===== src/rtl/bcd_display_scan_if.sv =====
// bcd_display_scan_if: BCD time inputs, blink select and multiplexed display pins
interface bcd_display_scan_if;
  logic [7:0] hour;
  logic [7:0] min;
  logic [7:0] sec;
  logic [1:0] blink_sel;
  logic [6:0] seg;
  logic       dp;
  logic [5:0] an;
  modport master(output hour, min, sec, blink_sel, input seg, dp, an);
  modport slave(input hour, min, sec, blink_sel, output seg, dp, an);
endinterface


===== src/rtl/bcd_display_scan.sv =====
// bcd_display_scan: six-digit time-multiplexed seven-segment driver with frame snapshot and blink
module bcd_display_scan #(
  parameter int SCAN_DIV     = 1000,
  parameter int BLINK_FRAMES = 50,
  parameter bit LZB          = 1'b1
) (
  input logic              clk,
  input logic              rst_n,
  bcd_display_scan_if.slave bus
);
  localparam int SW = $clog2(SCAN_DIV);
  localparam int FW = $clog2(BLINK_FRAMES + 1);
  logic [SW-1:0] scan_cnt;
  logic [FW-1:0] frame_cnt;
  logic [2:0]    idx;
  logic [23:0]   snap;
  logic          blink_on, load_pend;
  logic          digit_wrap, frame_wrap, blink_wrap, blank;
  logic [1:0]    field;
  logic [7:0]    field_byte;
  logic [3:0]    nib;
  logic [6:0]    glyph;
  always_comb begin
    digit_wrap = scan_cnt == SW'(SCAN_DIV - 1);
    frame_wrap = digit_wrap && idx == 3'd5;
    blink_wrap = frame_wrap && frame_cnt == FW'(BLINK_FRAMES - 1);
    field      = idx[2:1];
    field_byte = field == 2'd2 ? snap[23:16] : field == 2'd1 ? snap[15:8] : snap[7:0];
    nib        = idx[0] ? field_byte[7:4] : field_byte[3:0];
    // blink_sel codes are field index + 1, so 00 never matches a field
    blank      = (LZB && idx == 3'd5 && nib == 4'd0) ||
                 (!blink_on && bus.blink_sel == field + 2'd1);
    case (nib)
      4'd0:    glyph = 7'b0111111;
      4'd1:    glyph = 7'b0000110;
      4'd2:    glyph = 7'b1011011;
      4'd3:    glyph = 7'b1001111;
      4'd4:    glyph = 7'b1100110;
      4'd5:    glyph = 7'b1101101;
      4'd6:    glyph = 7'b1111101;
      4'd7:    glyph = 7'b0000111;
      4'd8:    glyph = 7'b1111111;
      4'd9:    glyph = 7'b1101111;
      default: glyph = 7'b1000000;
    endcase
  end
  always_ff @(posedge clk) begin
    if (!rst_n) begin
      scan_cnt  <= '0;
      frame_cnt <= '0;
      idx       <= '0;
      snap      <= '0;
      blink_on  <= 1'b1;
      load_pend <= 1'b1;
      bus.an    <= 6'b111111;
      bus.seg   <= '0;
      bus.dp    <= 1'b0;
    end else begin
      scan_cnt  <= digit_wrap ? '0 : scan_cnt + 1'b1;
      idx       <= !digit_wrap ? idx : idx == 3'd5 ? 3'd0 : idx + 3'd1;
      snap      <= (frame_wrap || load_pend) ? {bus.hour, bus.min, bus.sec} : snap;
      load_pend <= 1'b0;
      frame_cnt <= !frame_wrap ? frame_cnt : blink_wrap ? '0 : frame_cnt + 1'b1;
      blink_on  <= blink_wrap ? ~blink_on : blink_on;
      bus.an    <= ~(6'b000001 << idx);
      bus.seg   <= blank ? 7'b0000000 : glyph;
      bus.dp    <= (idx == 3'd2 || idx == 3'd4) && !blank;
    end
  end
endmodule


===== src/flat_wrapper.sv =====
// flat-port wrapper written by rule: the top's interface ports become plain ports
module bcd_display_scan_flat 
#(
  parameter int SCAN_DIV     = 1000,
  parameter int BLINK_FRAMES = 50,
  parameter bit LZB          = 1'b1
)
  (clk, rst_n, bus_hour, bus_min, bus_sec, bus_blink_sel, bus_seg, bus_dp, bus_an);
  bcd_display_scan_if bus_i ();
  input logic clk;
  input logic rst_n;
  input wire logic [$bits(bus_i.hour)-1:0] bus_hour;
  input wire logic [$bits(bus_i.min)-1:0] bus_min;
  input wire logic [$bits(bus_i.sec)-1:0] bus_sec;
  input wire logic [$bits(bus_i.blink_sel)-1:0] bus_blink_sel;
  output wire logic [$bits(bus_i.seg)-1:0] bus_seg;
  output wire logic [$bits(bus_i.dp)-1:0] bus_dp;
  output wire logic [$bits(bus_i.an)-1:0] bus_an;
  assign bus_i.hour = bus_hour;
  assign bus_i.min = bus_min;
  assign bus_i.sec = bus_sec;
  assign bus_i.blink_sel = bus_blink_sel;
  assign bus_seg = bus_i.seg;
  assign bus_dp = bus_i.dp;
  assign bus_an = bus_i.an;
  bcd_display_scan #(.SCAN_DIV(SCAN_DIV), .BLINK_FRAMES(BLINK_FRAMES), .LZB(LZB)) u_core (.clk(clk), .rst_n(rst_n), .bus(bus_i));
endmodule

===== config.mk =====
export PLATFORM = sky130hd
export DESIGN_NAME = bcd_display_scan_flat
export DESIGN_NICKNAME = d
export VERILOG_FILES = /design/src/rtl/bcd_display_scan_if.sv /design/src/rtl/bcd_display_scan.sv /design/src/flat_wrapper.sv
export SDC_FILE = /design/constraint.sdc
export NUM_CORES = 1
export LEC_CHECK = 0
export BUFFER_PORTS_ARGS = -buffer_cell sky130_fd_sc_hd__buf_4
export CELL_PAD_IN_SITES_DETAIL_PLACEMENT = 2
export CELL_PAD_IN_SITES_GLOBAL_PLACEMENT = 2
export CORE_ASPECT_RATIO = 0.5
export CORE_MARGIN = 1
export CORE_UTILIZATION = 31
export CTS_CLUSTER_DIAMETER = 100
export CTS_CLUSTER_SIZE = 28
export DETAILED_ROUTE_END_ITERATION = 10
export PLACE_DENSITY_LB_ADDON = 0.1
export SLEW_MARGIN = 5
export SYNTH_ARGS = -nofsm -noshare
export SYNTH_HDL_FRONTEND = slang
export SYNTH_SLANG_ARGS = --single-unit

===== constraint.sdc =====
create_clock -name clk -period 2.56 [get_ports clk]
set_input_delay 0.256 -clock clk [delete_from_list [all_inputs] [get_ports clk]]
set_output_delay 0.256 -clock clk [all_outputs]
set_load 0.05 [all_outputs]

==> impl_metrics.py <==
metrics = {
    "timing": {
        "rsz0062_at_grt": "false",
        "slew_headroom": 0.382,
        "finClkSkew_ns": 0.00429,
        "setup_viol": 0,
        "timing.fmax_mhz": 429,
        "min_period_over_period": 0.912,
        "drv_slew": 0,
        "fin_crit_ns": 2.33,
        "worst_pin_slew_ns": 0.926,
        "hold_viol": 0,
        "worst_slack_ns": 0.226,
        "tns_ns": 0,
    },
    "power": {
        "peakVddDrop_v": 0.000299,
        "power_leakage_nw": 1.31,
        "powerDensity_nw_per_um2": 695,
    },
    "cts": {
        "ctsRootBufferMaster": "clkbuf_16",
        "clockBufferDepth": 2,
        "postCtsHoldBufs": 0,
        "cts_sinks": 59,
        "htreeDepth": 3,
        "postCtsSetupRepairBufs": 0,
        "cts_resized": 0,
        "clock_latency_ns": 0.32,
        "cts_buffers": 9,
        "cts_tree": "done",
        "clkTransAtPathRegs_ns": 0.05,
    },
    "grt": {
        "grt_overflow": 0,
        "antenna_found_initial": 0,
        "grt_max_degree": 35,
        "first_global_vias": 2577,
        "grt_pass1_wl_um": 12900,
        "grt_usage": 0.188,
    },
    "cells_and_area": {
        "drive_above_1_share": 0.212,
        "area_delta_synth_final_pct": 27.5,
        "nNetsFinal": 384,
        "nFillCells": 895,
        "num_antenna_cells": 0,
    },
    "worst_setup_path": {
        "critPathArrivalTime_ns": 2.55,
        "crit_type": "reg2reg",
        "required_ns": 2.78,
        "cp-end-kind": "flop",
        "critPathMaxFanout": 9,
        "start_kind": "flop",
    },
    "floorplanning": {
        "die_height_um": 68.5,
        "core_um2": 8290,
        "dieArea_um2": 9240,
        "io_pins": 42,
        "start_util": 0.330,
        "rows": 23,
        "die_w_um": 135,
    },
    "routing": {
        "routed_wl_um": 7830,
        "drc": 0,
        "dr.pass1.iters": 4,
        "wl_per_cell_um": 17.0,
        "routed_via_density": 5.13,
        "vias": 2363,
        "drt_iter0_markers": 58,
        "antenna_left": 0,
    },
    "yosys": {
        "syn_area_um2": 2740,
        "ys_ff_latch": 59,
        "syn_avg_cell_area_um2": 9.13,
        "yosysUniqueCellTypes": 41,
        "synth.net_count": 340,
        "synth_warnings": 0,
        "async_flop_share": 0,
        "synth_ff_type": "dfxtp_1",
        "ys_seq_area_frac": 0.431,
        "syn_inst": 300,
        "synth_edf_count": 0,
    },
    "place": {
        "portBuffers": 41,
        "dp_hpwl_um": 5680,
        "gp_congestion": 0.788,
        "pre_cts_ws_ns": 0.157,
    },
    "flow_run": {
        "maxCapViolations": 0,
    },
    "hold_path": {
        "hp-class": "in2reg",
    },
    "outcome": {
        "status": "finished clean",
    },
}
-- stage by stage --
stage / instances / utilization / cell area, um^2 / hold WS [ns] / total power [mW]
3_5_place_dp: 445 / 0.384 / 3180 / 0.462 / 1.22
5_1_grt: 461 / 0.421 / 3490 / 0.193 / 2.53
6_report: 461 / 0.421 / 3490 / 0.196 / 2.43
2_1_floorplan: 300 / - / 2740 / 0.417 / 1.13
4_1_cts: 461 / 0.421 / 3490 / 0.190 / 2.47
3_3_place_gp: 445 / 0.384 / 3180 / 0.448 / 1.21
-- sequential cells by signal, summed over array words and instances (netlist names) --
signal and flops:
u_core.idx 3, u_core.bus.an 6, u_core.scan_cnt 10, u_core.blink_on 1, u_core.bus.dp 1, u_core.load_pend 1
u_core.snap 24, u_core.bus.seg 7, u_core.frame_cnt 6
-- per-layer routing --
layer	global-route usage	routed length, um
met5	0	0
met4	0.0520	57
met3	0.0593	311
met2	0.345	3820
met1	0.215	3640
-- layout make-up --
class / instances / area, um^2 / area share
clock buffers: 15 / 278 / 0.0795
repair buffers: 52 / 390 / 0.112
multi-input cells: 206 / 1410 / 0.405
clock inverters: 1 / 30.0 / 0.00860
flip-flops and latches: 59 / 1180 / 0.338
well taps: 112 / 140 / 0.0401
inverters: 16 / 60.1 / 0.0172
-- kinds of logic after synthesis --
kind of cell	share of synthesized area
AOI/OAI and AO/OA	0.155
xor gates and xnor gates	0.0416
adders and majority gates	0.0548
buffers and inverters	0.0539
DFF	0.431
muxes	0.0777
and+or+nand+nor	0.185
-- report_power, final --
part | switching [mW] | leakage (nW) | internal (mW)
Sequential | 0.0261 | 0.484 | 0.958
Clock | 0.395 | 0.150 | 0.833
Combinational | 0.122 | 0.677 | 0.0934
-- synth_stat cells, drive strengths merged (3+ instances only) --
library cell | number | area [um^2]
inv | 16 | 60.1
clkbuf | 15 | 56.3
nand2 | 13 | 48.8
nor3 | 4 | 20.0
mux4 | 4 | 90.1
buf | 4 | 31.3
nand3b | 18 | 135
nand3 | 11 | 55.1
o32ai | 3 | 26.3
o31ai | 3 | 22.5
nor2 | 19 | 71.3
mux2i | 10 | 100
o21ai | 28 | 140
nand4 | 3 | 18.8
o21a | 3 | 22.5
ha | 12 | 150
xnor2 | 11 | 96.3
dfxtp | 59 | 1180
a21oi | 29 | 145
or3 | 9 | 56.3
and3b | 3 | 26.3
-- path summary, 6_finish.rpt --
check,end,startpoint,cells past startpoint,slack (ns)
max,u_core.bus.seg[5],u_core.idx[2],6,0.23
min,u_core.bus.an[3],rst_n,2,0.20
max reg2reg,u_core.bus.seg[5],u_core.idx[2],6,0.23
min reg2reg,u_core.scan_cnt[0],u_core.scan_cnt[0],1,0.47
-- cells in the final DEF (no fill, tap or decap), types with 3 or more instances in the layout --
cell type	netlist	routed
o32ai_1	3	3
nand3_1	11	11
nand3b_1	18	18
nand2_1	13	13
xnor2_1	11	11
mux2i_1	10	10
and3b_1	3	3
o31ai_1	3	3
nor2_1	19	19
nor3_1	4	4
nand4_1	3	3
dfxtp_1	59	59
o21a_1	3	3
buf_4	0	52
a21oi_1	29	29
clkbuf_8	0	3
inv_1	15	15
or3_1	9	9
o21ai_0	28	28
clkbuf_16	0	9
ha_1	12	11
mux4_2	4	4
clkbuf_1	15	3
-- worst max-delay path, stage by stage (launching register included) --
cell and delay, ns:
dfxtp_1 0.30, inv_1 0.08, ha_2 0.31, mux2_1 0.35
mux4_2 0.61, or2_4 0.32, o32ai_1 0.26
(Power assumes the default switching activity.)
